===== config.mk =====
export PLATFORM = sky130hd
export DESIGN_NAME = kb_code_ctrl
export DESIGN_NICKNAME = d
export VERILOG_FILES = /design/src/rtl/kb_code_ctrl.sv
export SDC_FILE = /design/constraint.sdc
export NUM_CORES = 1
export LEC_CHECK = 0
export BUFFER_PORTS_ARGS = -buffer_cell sky130_fd_sc_hd__buf_4
export CAP_MARGIN = 20
export CORE_MARGIN = 3
export CORE_UTILIZATION = 49
export DETAILED_ROUTE_END_ITERATION = 8
export GPL_TIMING_DRIVEN = 0
export PLACE_DENSITY = 0.72
export SLEW_MARGIN = 20
export SYNTH_ARGS = -nofsm -noshare
export SYNTH_HDL_FRONTEND = slang
export SYNTH_SLANG_ARGS = --single-unit
export TNS_END_PERCENT = 1

===== constraint.sdc =====
create_clock -name clk -period 1.6 [get_ports clk]
set_input_delay 0.08 -clock clk [delete_from_list [all_inputs] [get_ports clk]]
set_output_delay 0.08 -clock clk [all_outputs]
set_load 0.01 [all_outputs]

===== src/rtl/kb_code_ctrl.sv =====
// kb_code_ctrl: PS/2 scan-code decoder.
// Tracks break/extended prefixes, shift and caps-lock state, suppresses
// typematic repeats and presents decoded make codes through a valid/ready
// holding register with a sticky overflow flag.
module kb_code_ctrl #(
    parameter logic DROP_REPEAT = 1'b1
) (
    input  logic       clk,
    input  logic       rst,
    input  logic [7:0] scan_code,
    input  logic       scan_done_tick,
    output logic [8:0] key_code,
    output logic       key_valid,
    input  logic       key_ready,
    output logic       caps_lock,
    output logic       overflow
);

    localparam logic [7:0] CODE_BRK    = 8'hF0;
    localparam logic [7:0] CODE_EXT    = 8'hE0;
    localparam logic [7:0] CODE_LSHIFT = 8'h12;
    localparam logic [7:0] CODE_RSHIFT = 8'h59;
    localparam logic [7:0] CODE_CAPS   = 8'h58;

    typedef enum logic [1:0] {
        ST_IDLE    = 2'd0,
        ST_BRK     = 2'd1,
        ST_EXT     = 2'd2,
        ST_EXT_BRK = 2'd3
    } state_t;

    state_t      state_r;
    logic        lshift_r;
    logic        rshift_r;
    logic        caps_held_r;
    logic        caps_lock_r;
    logic [7:0]  last_make_r;
    logic [8:0]  key_code_r;
    logic        key_valid_r;
    logic        overflow_r;

    logic        shift_eff_s;
    logic        is_modifier_s;
    logic        is_repeat_s;
    logic        emit_s;
    logic        load_s;
    logic        drop_s;

    // Letter keys are the only codes whose case follows caps lock.
    function automatic logic is_letter(input logic [7:0] code);
        logic hit;
        case (code)
            8'h1C, 8'h32, 8'h21, 8'h23, 8'h24, 8'h2B, 8'h34, 8'h33,
            8'h43, 8'h3B, 8'h42, 8'h4B, 8'h3A, 8'h31, 8'h44, 8'h4D,
            8'h15, 8'h2D, 8'h1B, 8'h2C, 8'h3C, 8'h2A, 8'h1D, 8'h22,
            8'h35, 8'h1A: hit = 1'b1;
            default:      hit = 1'b0;
        endcase
        return hit;
    endfunction

    // Decide whether the current byte produces a key and whether it fits.
    always_comb begin
        shift_eff_s   = (lshift_r | rshift_r) ^ (caps_lock_r & is_letter(scan_code));
        is_modifier_s = (scan_code == CODE_LSHIFT) || (scan_code == CODE_RSHIFT) ||
                        (scan_code == CODE_CAPS);
        is_repeat_s   = DROP_REPEAT && (scan_code == last_make_r);
        emit_s        = 1'b0;
        load_s        = 1'b0;
        drop_s        = 1'b0;
        if (scan_done_tick && (state_r == ST_IDLE) &&
            (scan_code != CODE_BRK) && (scan_code != CODE_EXT) &&
            !is_modifier_s && !is_repeat_s) begin
            emit_s = 1'b1;
        end else begin
            emit_s = 1'b0;
        end
        if (emit_s) begin
            load_s = !key_valid_r || key_ready;
            drop_s = key_valid_r && !key_ready;
        end else begin
            load_s = 1'b0;
            drop_s = 1'b0;
        end
    end

    // Prefix FSM together with modifier and repeat-filter state.
    always_ff @(posedge clk) begin
        if (rst) begin
            state_r     <= ST_IDLE;
            lshift_r    <= 1'b0;
            rshift_r    <= 1'b0;
            caps_held_r <= 1'b0;
            caps_lock_r <= 1'b0;
            last_make_r <= 8'h00;
        end else if (scan_done_tick) begin
            case (state_r)
                ST_IDLE: begin
                    if (scan_code == CODE_BRK) begin
                        state_r <= ST_BRK;
                    end else if (scan_code == CODE_EXT) begin
                        state_r <= ST_EXT;
                    end else begin
                        state_r <= ST_IDLE;
                        case (scan_code)
                            CODE_LSHIFT: lshift_r <= 1'b1;
                            CODE_RSHIFT: rshift_r <= 1'b1;
                            CODE_CAPS: begin
                                // Held caps key repeats must not re-toggle.
                                if (!caps_held_r) begin
                                    caps_lock_r <= ~caps_lock_r;
                                    caps_held_r <= 1'b1;
                                end
                            end
                            default: begin
                                if (load_s) begin
                                    last_make_r <= scan_code;
                                end
                            end
                        endcase
                    end
                end
                ST_BRK: begin
                    state_r     <= ST_IDLE;
                    last_make_r <= 8'h00;
                    case (scan_code)
                        CODE_LSHIFT: lshift_r    <= 1'b0;
                        CODE_RSHIFT: rshift_r    <= 1'b0;
                        CODE_CAPS:   caps_held_r <= 1'b0;
                        default:     ;
                    endcase
                end
                ST_EXT: begin
                    if (scan_code == CODE_BRK) begin
                        state_r <= ST_EXT_BRK;
                    end else begin
                        state_r <= ST_IDLE;
                    end
                end
                ST_EXT_BRK: begin
                    state_r     <= ST_IDLE;
                    last_make_r <= 8'h00;
                end
                default: state_r <= ST_IDLE;
            endcase
        end
    end

    // Output holding register with valid/ready handshake and sticky overflow.
    always_ff @(posedge clk) begin
        if (rst) begin
            key_code_r  <= 9'h000;
            key_valid_r <= 1'b0;
            overflow_r  <= 1'b0;
        end else begin
            if (load_s) begin
                key_code_r  <= {shift_eff_s, scan_code};
                key_valid_r <= 1'b1;
            end else if (key_ready) begin
                key_valid_r <= 1'b0;
            end
            if (drop_s) begin
                overflow_r <= 1'b1;
            end
        end
    end

    assign key_code  = key_code_r;
    assign key_valid = key_valid_r;
    assign caps_lock = caps_lock_r;
    assign overflow  = overflow_r;

endmodule


==> results of run 1 <==
## timing repair
item,CTS,global route
setup buffers,1,0
gates resized for setup,6,2
endpoints found under the setup margin,18,19
pin swaps,3,0
## cell families (layout without fill, tap and decap cells)
kind of cell | after synthesis | count (layout) | synth area share, %
AO/OA/AOI/OAI | 53 | 53 | 27.56
AND/OR/NAND/NOR | 47 | 47 | 20.70
flip-flops | 25 | 25 | 36.63
buffers and inverters | 20 | 43 | 7.874
XOR/XNOR | 9 | 9 | 5.770
multiplexers | 2 | 2 | 1.465
## how the worst max path moves through the flow
stage,from,endpoint,slack (ps),cells after the start
2_1_floorplan,caps_lock,key_code[8],40,5
3_3_place_gp,state_r[1],key_code[8],-40,5
3_5_place_dp,scan_code[3],key_code[8],-180,8
4_1_cts,caps_lock,key_code[8],-40,5
5_1_grt,caps_lock,key_code[8],-150,5
6_report,caps_lock,key_code[8],-50,5
## per-stage QoR
stage | utilization (%) | cell area (sq um)
3_3_place_gp | 59.99 | 1540
6_report | 62.33 | 1600
4_1_cts | 62.23 | 1598
5_1_grt | 62.33 | 1600
3_5_place_dp | 59.99 | 1540
2_1_floorplan | - | 1368
## critical path: stages (launching register included)
cell and delay (ps):
dfxtp_2 350, a21boi_2 160, or4b_1 460, a311oi_2 230, o21ai_1 110, a311oi_2 250
## routing by layer
metal / track usage (%) / vias to the layer above / part of all wire, %
met2: 33.60 / 41 / 48
met5: 0 / - / 0
met4: 11.33 / 0 / 2.5
met1: 31.00 / 621 / 43
li1: - / 645 / -
met3: 3.509 / 11 / 5.8
## power groups by stage
stage          registers [mW]  logic [mW]  clock network (mW)
6_report                0.669       0.231               0.290
5_1_grt                 0.672       0.252               0.325
4_1_cts                 0.669       0.229               0.295
2_1_floorplan           0.688       0.137                   0
3_3_place_gp            0.681       0.217                   0
3_5_place_dp            0.682       0.224                   0
## cells in the mapped netlist (3+ instances only)
cell type	number
dfxtp_1	25
a21oi_1	19
nand4_1	10
xnor2_1	9
nor2_1	8
o311ai_0	8
o31ai_1	8
nand2_1	6
buf_2	5
clkbuf_1	5
inv_1	4
nor3_1	4
buf_4	3
## area by class of cell
| cell class | instances | area share, % |
|---|---|---|
| Clock buffer | 3 | 1.407 |
| Sequential cell | 25 | 31.35 |
| Inverter | 4 | 0.9382 |
| Timing Repair Buffer | 19 | 8.913 |
| Tap cell | 30 | 2.346 |
| Clock inverter | 1 | 0.3127 |
| Buffer | 16 | 6.020 |
| Multi-Input combinational cell | 111 | 48.71 |
## layout by cell type (no fill, tap or decap), types with 3 or more instances in the layout
cell | netlist | layout
dfxtp_1 | 25 | 24
buf_4 | 3 | 23
a21oi_1 | 19 | 19
nand4_1 | 10 | 10
xnor2_1 | 9 | 9
nor2_1 | 8 | 8
o31ai_1 | 8 | 7
o311ai_0 | 8 | 7
nand2_1 | 6 | 6
clkbuf_1 | 5 | 4
buf_2 | 5 | 4
inv_1 | 4 | 4
nor3_1 | 4 | 3
clkbuf_4 | 0 | 3
==> metrics.md, run 1 <==
| Metric | Value |
|---|---|
| Area of the multi-input gates | `779.5 sq um` |
| CTS Sinks | `25` |
| Reg area | `501.7 sq um` |
| R2r setup slk | `-50 ps` |
| Clock Power Share | `24.4%` |
| Area share of the largest cell type after synthesis | `36.63%` |
| Failing checks | `setup timing` |
| R2R Path Start | `caps_lock` |
| Distinct cells, synth | `42` |
| Tot Pwr | `1.190 mW` |
| CP startpoint kind | `register` |
| Synth area leaders | `dfxtp_1, a21oi_1, xnor2_1` |
| Period utilization | `103.1%` |
| Switching power | `0.3432 mW` |
| Starting density of the core | `53.22%` |
| Final WL | `3600 microns` |
| Die Y | `58.81 microns` |
| Final net count | `192` |
| Placed cell count | `204` |
| Aggregate global-route resource usage | `22.41%` |
| Setup ws final | `-48.90 ps` |
| Max FO, Critical Path | `2` |
| Final setup fails | `7` |
| Sequential power share | `56.2%` |
| CTS tree | `done` |
| FP Rows | `18` |
| Yosys warning count | `0` |
| Reg clk slew, reported paths | `140 ps` |
| Avg Vias per Cell | `6.306` |
| First-pass GRT wire length | `5989 microns` |
| Post-placement setup slack | `-180.3 ps` |
| WHS Endpoint | `key_code[7]` |
| Inserted Diodes | `0` |
| TritonCTS Buffers | `3` |
| Vias in the first global route | `1,301` |
| Die footprint | `3458 sq um` |
| H-tree depth | `1` |
| Grt ovf | `0` |
| Leak pwr | `0.5846 nW` |
| Setup crit end kind | `register` |
| Setup_tns | `-134.2 ps` |
| # hold bufs at CTS | `0` |
| Arr. time, crit path | `1890 ps` |
| Chip width | `58.81 microns` |
| Hold Slack | `85.48 ps` |
| Ys async rst share | `0%` |
| Synthesized cell area | `1366 sq um` |
| Hold_sp | `scan_code[7]` |
| Dpl hpwl | `2615 microns` |
| Peak Freq | `606.5 MHz` |
| CTS max path bufs | `2` |
| VDD IR max | `0.6055 mV` |
| Non-Filler Instances | `209` |
| Sequential element share of the synthesized area | `36.63%` |
| Internal | `0.8468 mW` |
| Worst-Margin Slew | `470.0 ps` |
| Tmin final | `1649 ps` |
| Max_slew headroom | `68.66%` |
| Clock Skew | `5.737 ps` |
| Pre-antenna DRT Iters | `4` |
| Drt drc | `0` |
| DR vias | `1,318` |
| Core area | `2567 sq um` |
| Antenna violations before repair | `0` |
| Synthesized area per cell | `8.758 sq um` |
| Hold Crit Depth | `3` |
| Status | `complete, but fails checks` |
| Synth area leader | `dfxtp_1` |
| Avg WL per Cell | `17.22 microns` |
| Worst min-delay path class | `in2reg` |
| Max-cap violations | `0` |
| Fin. Hold Viols | `0` |
| Fin. max-slew vios | `0` |
| Power density over the cells | `743.6 nW/um^2` |
| RR Endpoint | `key_code[8]` |
| Largest register FFs | `9` |
| Clk root buf | `clkbuf_4` |
| Synth Flop Type | `dfxtp_1` |
| Final Wtd Congestion | `0.9429` |
| Clock Latency Late Sink | `320 ps` |
| Area Overhead vs Synth | `17.12%` |
| Drt first-iter violations | `68` |
| Comb power frac | `19.4%` |
| Crit Path Category | `reg2reg` |
| Sw Ratio | `28.84%` |
| Largest net degree at the start of global routing | `15` |
| Number of enable flip-flop cells after synthesis | `0` |
| RSZ-0062 raised after global routing | `yes` |
| Routed Antenna Nets | `0` |
| Syn_nets | `168` |
| Ports | `24` |
| Share of cells above drive strength 1 | `25.70%` |
| Register bit total from synthesis | `25` |
| Syn Inst Count | `156` |
| Buffers on Ports | `18` |
| Crit path required time | `1840 ps` |
| # fillers | `244` |
| Cells on worst reg2reg path | `5` |
Power figures use the tool's default switching activity.
==> inputs of run 2 (changes only) <==
REMOVE_ABC_BUFFERS = 1   (was not set)
==> run 2 against run 1 <==
Compared with the run above: the flow still finishes with violations (setup timing); sequential share of layout area increased by 0.083 points; sequential cell count unchanged; critical endpoint is now last_make_r[4]; largest cell class unchanged; die area unchanged.
==> metrics.md, run 2 (synthesis gave the netlist of run 1 again) <==
| Metric | Value |
|---|---|
| # fillers | `245 (+0.41%)` |
| Leak pwr | `0.5819 nW (-0.45%)` |
| Sequential power share | `56.8% (+0.6 points)` |
| Chip width | `58.81 microns (unchanged)` |
| Pre-antenna DRT Iters | `4 (unchanged)` |
| RR Endpoint | `last_make_r[4]` |
| DR vias | `1,305 (-0.99%)` |
| Final setup fails | `11 (+4)` |
| Vias in the first global route | `1,278 (-1.8%)` |
| Util after Layout | `62.48% (+0.15 points)` |
| Internal | `0.8543 mW (+0.89%)` |
| Crit Path Category | `reg2reg` |
| Fin. max-slew vios | `0 (unchanged)` |
| Drt drc | `0 (unchanged)` |
| CTS max path bufs | `2 (unchanged)` |
| Setup crit end kind | `register` |
| RSZ-0062 raised after global routing | `yes` |
| CTS tree | `done` |
| Arr. time, crit path | `1880 ps (about the same)` |
| Max FO, Critical Path | `9 (+7)` |
| Crit path cell chain | `nand2b_2, a311o_2, buf_12, o311ai_0, a21oi_1` |
| TritonCTS Buffers | `3 (unchanged)` |
| Grt ovf | `0 (unchanged)` |
| Clk root buf | `clkbuf_4` |
| Drt first-iter violations | `72 (+5.9%)` |
| Period utilization | `104.6% (+1.6 points)` |
| Area Overhead vs Synth | `17.40%` |
| Largest register FFs | `9 (unchanged)` |
| # hold bufs at CTS | `0 (unchanged)` |
| Starting density of the core | `53.22% (unchanged)` |
| Commonest non-fill, non-tap cell in the layout | `buf_4` |
| FP Rows | `18 (unchanged)` |
| Final net count | `185 (-3.6%)` |
| Hold_sp | `scan_code[7]` |
| CTS Sinks | `25 (unchanged)` |
| Core area | `2567 sq um (unchanged)` |
| Sw Ratio | `27.60% (-1.2 points)` |
| Status | `complete, but fails checks` |
| Cells on worst reg2reg path | `5 (unchanged)` |
| Clock Skew | `1.636 ps (-4.101 ps)` |
| Fin. Hold Viols | `0 (unchanged)` |
| Comb power frac | `19.8% (+0.4 points)` |
| H-tree depth | `1 (unchanged)` |
| Final WL | `3429 microns (-4.8%)` |
| Antenna violations before repair | `0 (unchanged)` |
| Max_slew headroom | `51.35% (-17 points)` |
| Power density over the cells | `735.7 nW/um^2 (-1.1%)` |
| R2R Path Start | `state_r[1]` |
| Crit path required time | `1810 ps (-30 ps)` |
| WHS Endpoint | `key_code[7]` |
| CP startpoint kind | `register` |
| Die footprint | `3458 sq um (unchanged)` |
| Reg clk slew, reported paths | `130 ps (about the same)` |
| Largest net degree at the start of global routing | `26 (+11)` |
| Ports | `24 (unchanged)` |
| Avg Vias per Cell | `6.460 (+2.4%)` |
| Buffers on Ports | `23 (+5)` |
| Peak Freq | `597.3 MHz (-1.5%)` |
| Crit-path max cell delay | `370 ps (-90 ps)` |
| Aggregate global-route resource usage | `20.92% (-1.5 points)` |
| Inserted Diodes | `0 (unchanged)` |
| Die Y | `58.81 microns (unchanged)` |
| Clock Power Share | `23.5% (-0.9 points)` |
| Failing checks | `setup timing` |
| Tmin final | `1674 ps (+25.24 ps)` |
| Avg WL per Cell | `16.98 microns (-1.4%)` |
| VDD IR max | `0.5498 mV (-9.2%)` |
| Share of cells above drive strength 1 | `28.49% (+2.8 points)` |
| Setup ws final | `-74.15 ps (-25.24 ps)` |
| First-pass GRT wire length | `5658 microns (-5.5%)` |
| Hold Crit Depth | `3 (unchanged)` |
| Final Wtd Congestion | `0.8240 (-13%)` |
| Worst min-delay path class | `in2reg` |
| Tot Pwr | `1.180 mW (-0.84%)` |
| Most frequent cells in the layout | `buf_4, dfxtp_1, a21oi_1` |
| Max-cap violations | `0 (unchanged)` |
| Hold Slack | `91.78 ps (+6.301 ps)` |
| Switching power | `0.3257 mW (-5.1%)` |
| Clock Latency Late Sink | `310 ps (about the same)` |
| R2r setup slk | `-70 ps (-30 ps)` |
| Routed Antenna Nets | `0 (unchanged)` |
| Dpl hpwl | `2190 microns (-16%)` |
| Worst-Margin Slew | `726.4 ps (+256.4 ps)` |
| Slowest cell on the critical path | `a311o_2` |
-- run 2: cell count changes in the layout (fill, tap and decap cells not counted), sizes merged --
cell,change
buf,-2
clkbuf,-4
clkinv,-1
-- run 2: worst max-delay path by stage --
stage | startpoint | to
3_3_place_gp | scan_code[5] | key_code[8]
5_1_grt | caps_lock | key_code[8]
3_5_place_dp | key_valid | last_make_r[7]
4_1_cts | caps_lock | key_code[8]
6_report | state_r[1] | last_make_r[4]
2_1_floorplan | caps_lock | key_code[8]
-- run 2: final cells by class --
cell class | instances | area [sq um] | share of cell area [%]
inverters | 4 | 15.01 | 0.9360
repair buffers | 28 | 220.2 | 13.73
clock buffers | 4 | 26.28 | 1.638
well taps | 30 | 37.54 | 2.340
flip-flops and latches | 25 | 504.2 | 31.44
multi-input cells | 111 | 800.8 | 49.92
-- run 2: critical path: cells and delay by family, from the launching register on --
kind	cells	cell delay [ps]
AO/OA/AOI/OAI	3	850
AND/OR/NAND/NOR	1	220
flip-flops	1	350
buffers and inverters	1	150
-- run 2: metal layers --
metal | track usage, % | share of wire [%] | up-vias
met2 | 35.33 | 48 | 44
met1 | 25.47 | 44 | 628
li1 | - | - | 626
met3 | 4.825 | 5.7 | 7
met4 | 8.414 | 1.7 | 0
met5 | 0 | 0 | -
-- run 2: stage by stage --
stage	setup slack, ps	setup TNS (ps)	area, sq um	std cells
floorplan	-70.54	-70.54	1274	140
global placement	-556.5	-8536	1484	193
detailed placement	-219.3	-2464	1489	193
CTS	-56.44	-56.44	1594	202
global route	-139.4	-1412	1604	202
finish	-74.15	-335.3	1604	202
-- run 2: power by group through the flow --
stage / logic, mW / registers, mW / clock network (mW)
after global placement: 0.203 / 0.681 / 0
after global routing: 0.254 / 0.674 / 0.308
after floorplan: 0.0996 / 0.688 / 0
after CTS: 0.227 / 0.669 / 0.289
after detailed placement: 0.209 / 0.683 / 0
final: 0.233 / 0.670 / 0.277
-- run 2: what timing repair did --
item                       4_1_cts  5_1_grt
resized for setup               11        4
setup buffers                    5        0
setup endpoints to repair       19       19
pin swaps                        4        5
==> inputs of run 3 (changes only) <==
CAP_MARGIN = 10   (was 20)
CORE_UTILIZATION = 45   (was 49)
CTS_CLUSTER_SIZE = 16   (was not set)
PLACE_DENSITY = 0.67   (was 0.72)
==> run 3 against run 2 <==
Compared with the run above: the flow now finishes without violations; critical endpoint is now key_code[8]; critical path type unchanged; clock skew rose by 4.2 ps; worst setup slack better by 79 ps; count of clock-buffer cells in the layout decreased by 1; global-route usage is 1.4 points lower; utilization shrank 5.9 points; largest cell class unchanged.
==> metrics.md, run 3 (synthesis gave the netlist of run 1 again) <==
| Metric | Value |
|---|---|
| Status | `completed` |
| Commonest non-fill, non-tap cell in the layout | `buf_4` |
| Dpl hpwl | `2248 microns (+2.7%)` |
| Power density over the cells | `735.9 nW/um^2 (about the same)` |
| TritonCTS Buffers | `3 (unchanged)` |
| Clock Skew | `5.845 ps (+4.209 ps)` |
| Starting density of the core | `48.30% (-4.9 points)` |
| Clock Latency Late Sink | `310 ps (about the same)` |
| Avg Vias per Cell | `6.300 (-2.5%)` |
| Reg area | `501.7 sq um (-0.50%)` |
| Antenna violations before repair | `0 (unchanged)` |
| Max-cap violations | `0 (unchanged)` |
| CTS tree | `done` |
| Chip width | `61.10 microns (+3.9%)` |
| Share of cells above drive strength 1 | `26.16% (-2.3 points)` |
| Ports | `24 (unchanged)` |
| Setup_tns | `0 ps (+335.3 ps)` |
| First-pass GRT wire length | `5575 microns (-1.5%)` |
| Most frequent cells in the layout | `buf_4, dfxtp_1, a21oi_1` |
| Routed Antenna Nets | `0 (unchanged)` |
| Largest register FFs | `9 (unchanged)` |
| Max_slew headroom | `66.26% (+15 points)` |
| Final setup fails | `0 (-11)` |
| Area Overhead vs Synth | `17.12%` |
| Hold Slack | `83.73 ps (-8.056 ps)` |
| Die footprint | `3733 sq um (+8.0%)` |
| Tmin final | `1595 ps (-78.67 ps)` |
| CP startpoint kind | `register` |
| Setup crit end kind | `register` |
| Die Y | `61.10 microns (+3.9%)` |
| Worst-Margin Slew | `504.5 ps (-221.9 ps)` |
| Avg WL per Cell | `15.98 microns (-5.9%)` |
| Aggregate global-route resource usage | `19.48% (-1.4 points)` |
| Core area | `2829 sq um (+10%)` |
| DR vias | `1,279 (-2.0%)` |
| # hold bufs at CTS | `0 (unchanged)` |
| Clk root buf | `clkbuf_4` |
| Crit Path Category | `reg2reg` |
| Leak pwr | `0.5832 nW (+0.22%)` |
| Fin. Hold Viols | `0 (unchanged)` |
| Vias in the first global route | `1,221 (-4.5%)` |
| RSZ-0062 raised after global routing | `yes` |
| Pre-antenna DRT Iters | `4 (unchanged)` |
| Largest net degree at the start of global routing | `26 (unchanged)` |
| Worst min-delay path class | `in2reg` |
| Inserted Diodes | `0 (unchanged)` |
| Period utilization | `99.72% (-4.9 points)` |
| FP Rows | `19 (+1)` |
| CTS Sinks | `25 (unchanged)` |
| # fillers | `260 (+6.1%)` |
| Peak Freq | `626.8 MHz (+4.9%)` |
| Fin. max-slew vios | `0 (unchanged)` |
| Area of the multi-input gates | `794.5 sq um (-0.78%)` |
| Buffers on Ports | `23 (unchanged)` |
| Final Wtd Congestion | `0.7356 (-11%)` |
| Drt first-iter violations | `82 (+14%)` |
| Max FO, Critical Path | `2 (-7)` |
| Crit path required time | `1840 ps (+30 ps)` |
| CTS max path bufs | `2 (unchanged)` |
| Util after Layout | `56.57% (-5.9 points)` |
| Arr. time, crit path | `1830 ps (-50 ps)` |
| Reg clk slew, reported paths | `140 ps (about the same)` |
| Drt drc | `0 (unchanged)` |
| H-tree depth | `1 (unchanged)` |
| VDD IR max | `0.4475 mV (-19%)` |
| Final net count | `185 (unchanged)` |
| Final WL | `3244 microns (-5.4%)` |
| Grt ovf | `0 (unchanged)` |
-- run 3: cell count changes in the layout (fill, tap and decap cells not counted), moves of 2 or more --
cell and delta:
dfxtp_2 -2, o311ai_0 -3, dfxtp_1 +2, o311ai_1 +3
-- run 3: per-layer routing --
layer | vias to the layer above | track usage (%) | part of all wire, %
met4 | 0 | 4.334 | 0.37
met5 | - | 0 | 0
li1 | 627 | - | -
met1 | 619 | 25.54 | 46
met3 | 2 | 2.935 | 3.8
met2 | 31 | 33.69 | 50
-- run 3: worst max-delay path, stage by stage (launching register included) --
cell and delay, ps:
dfxtp_2 350, a21boi_2 160, or4b_1 460, a311oi_2 220, o21ai_1 120, a311oi_2 230
-- run 3: path summary, 6_finish.rpt --
kind | startpoint | endpoint | slack [ps] | cells past startpoint
worst min register to register | key_code[6] | key_code[6] | 480 | 2
worst min-delay path | scan_code[5] | last_make_r[5] | 80 | 3
worst max-delay path | caps_lock | key_code[8] | 5 | 5
worst max register to register | caps_lock | key_code[8] | 5 | 5
-- run 3: what timing repair did --
item,4_1_cts,5_1_grt
setup endpoints to repair,19,18
gates resized for setup,6,8
pin swaps,2,1
endpoints found under the hold margin,0,0
setup buffers,3,2
-- run 3: layout make-up --
cell class | instances | area share [%]
well taps | 31 | 2.424
flip-flops and latches | 25 | 31.35
multi-input cells | 111 | 49.65
clock inverters | 1 | 0.3127
repair buffers | 28 | 13.92
clock buffers | 3 | 1.407
inverters | 4 | 0.9382
-- run 3: power by group --
| part | internal (mW) | switching, mW |
|---|---|---|
| registers | 0.652 | 0.0171 |
| logic | 0.101 | 0.124 |
| clock network | 0.0934 | 0.190 |
| total | 0.846 | 0.332 |
-- run 3: per-stage QoR --
| stage | instances | total power [mW] | cell area [sq um] | worst slack [ps] |
|---|---|---|---|---|
| after floorplan | 140 | 0.7876 | 1274 | -70.54 |
| after global placement | 194 | 0.8853 | 1485 | -572.1 |
| after detailed placement | 194 | 0.8924 | 1490 | -256.9 |
| after CTS | 201 | 1.186 | 1560 | 1.070 |
| after global routing | 203 | 1.234 | 1600 | -82.87 |
| final | 203 | 1.178 | 1600 | 4.520 |
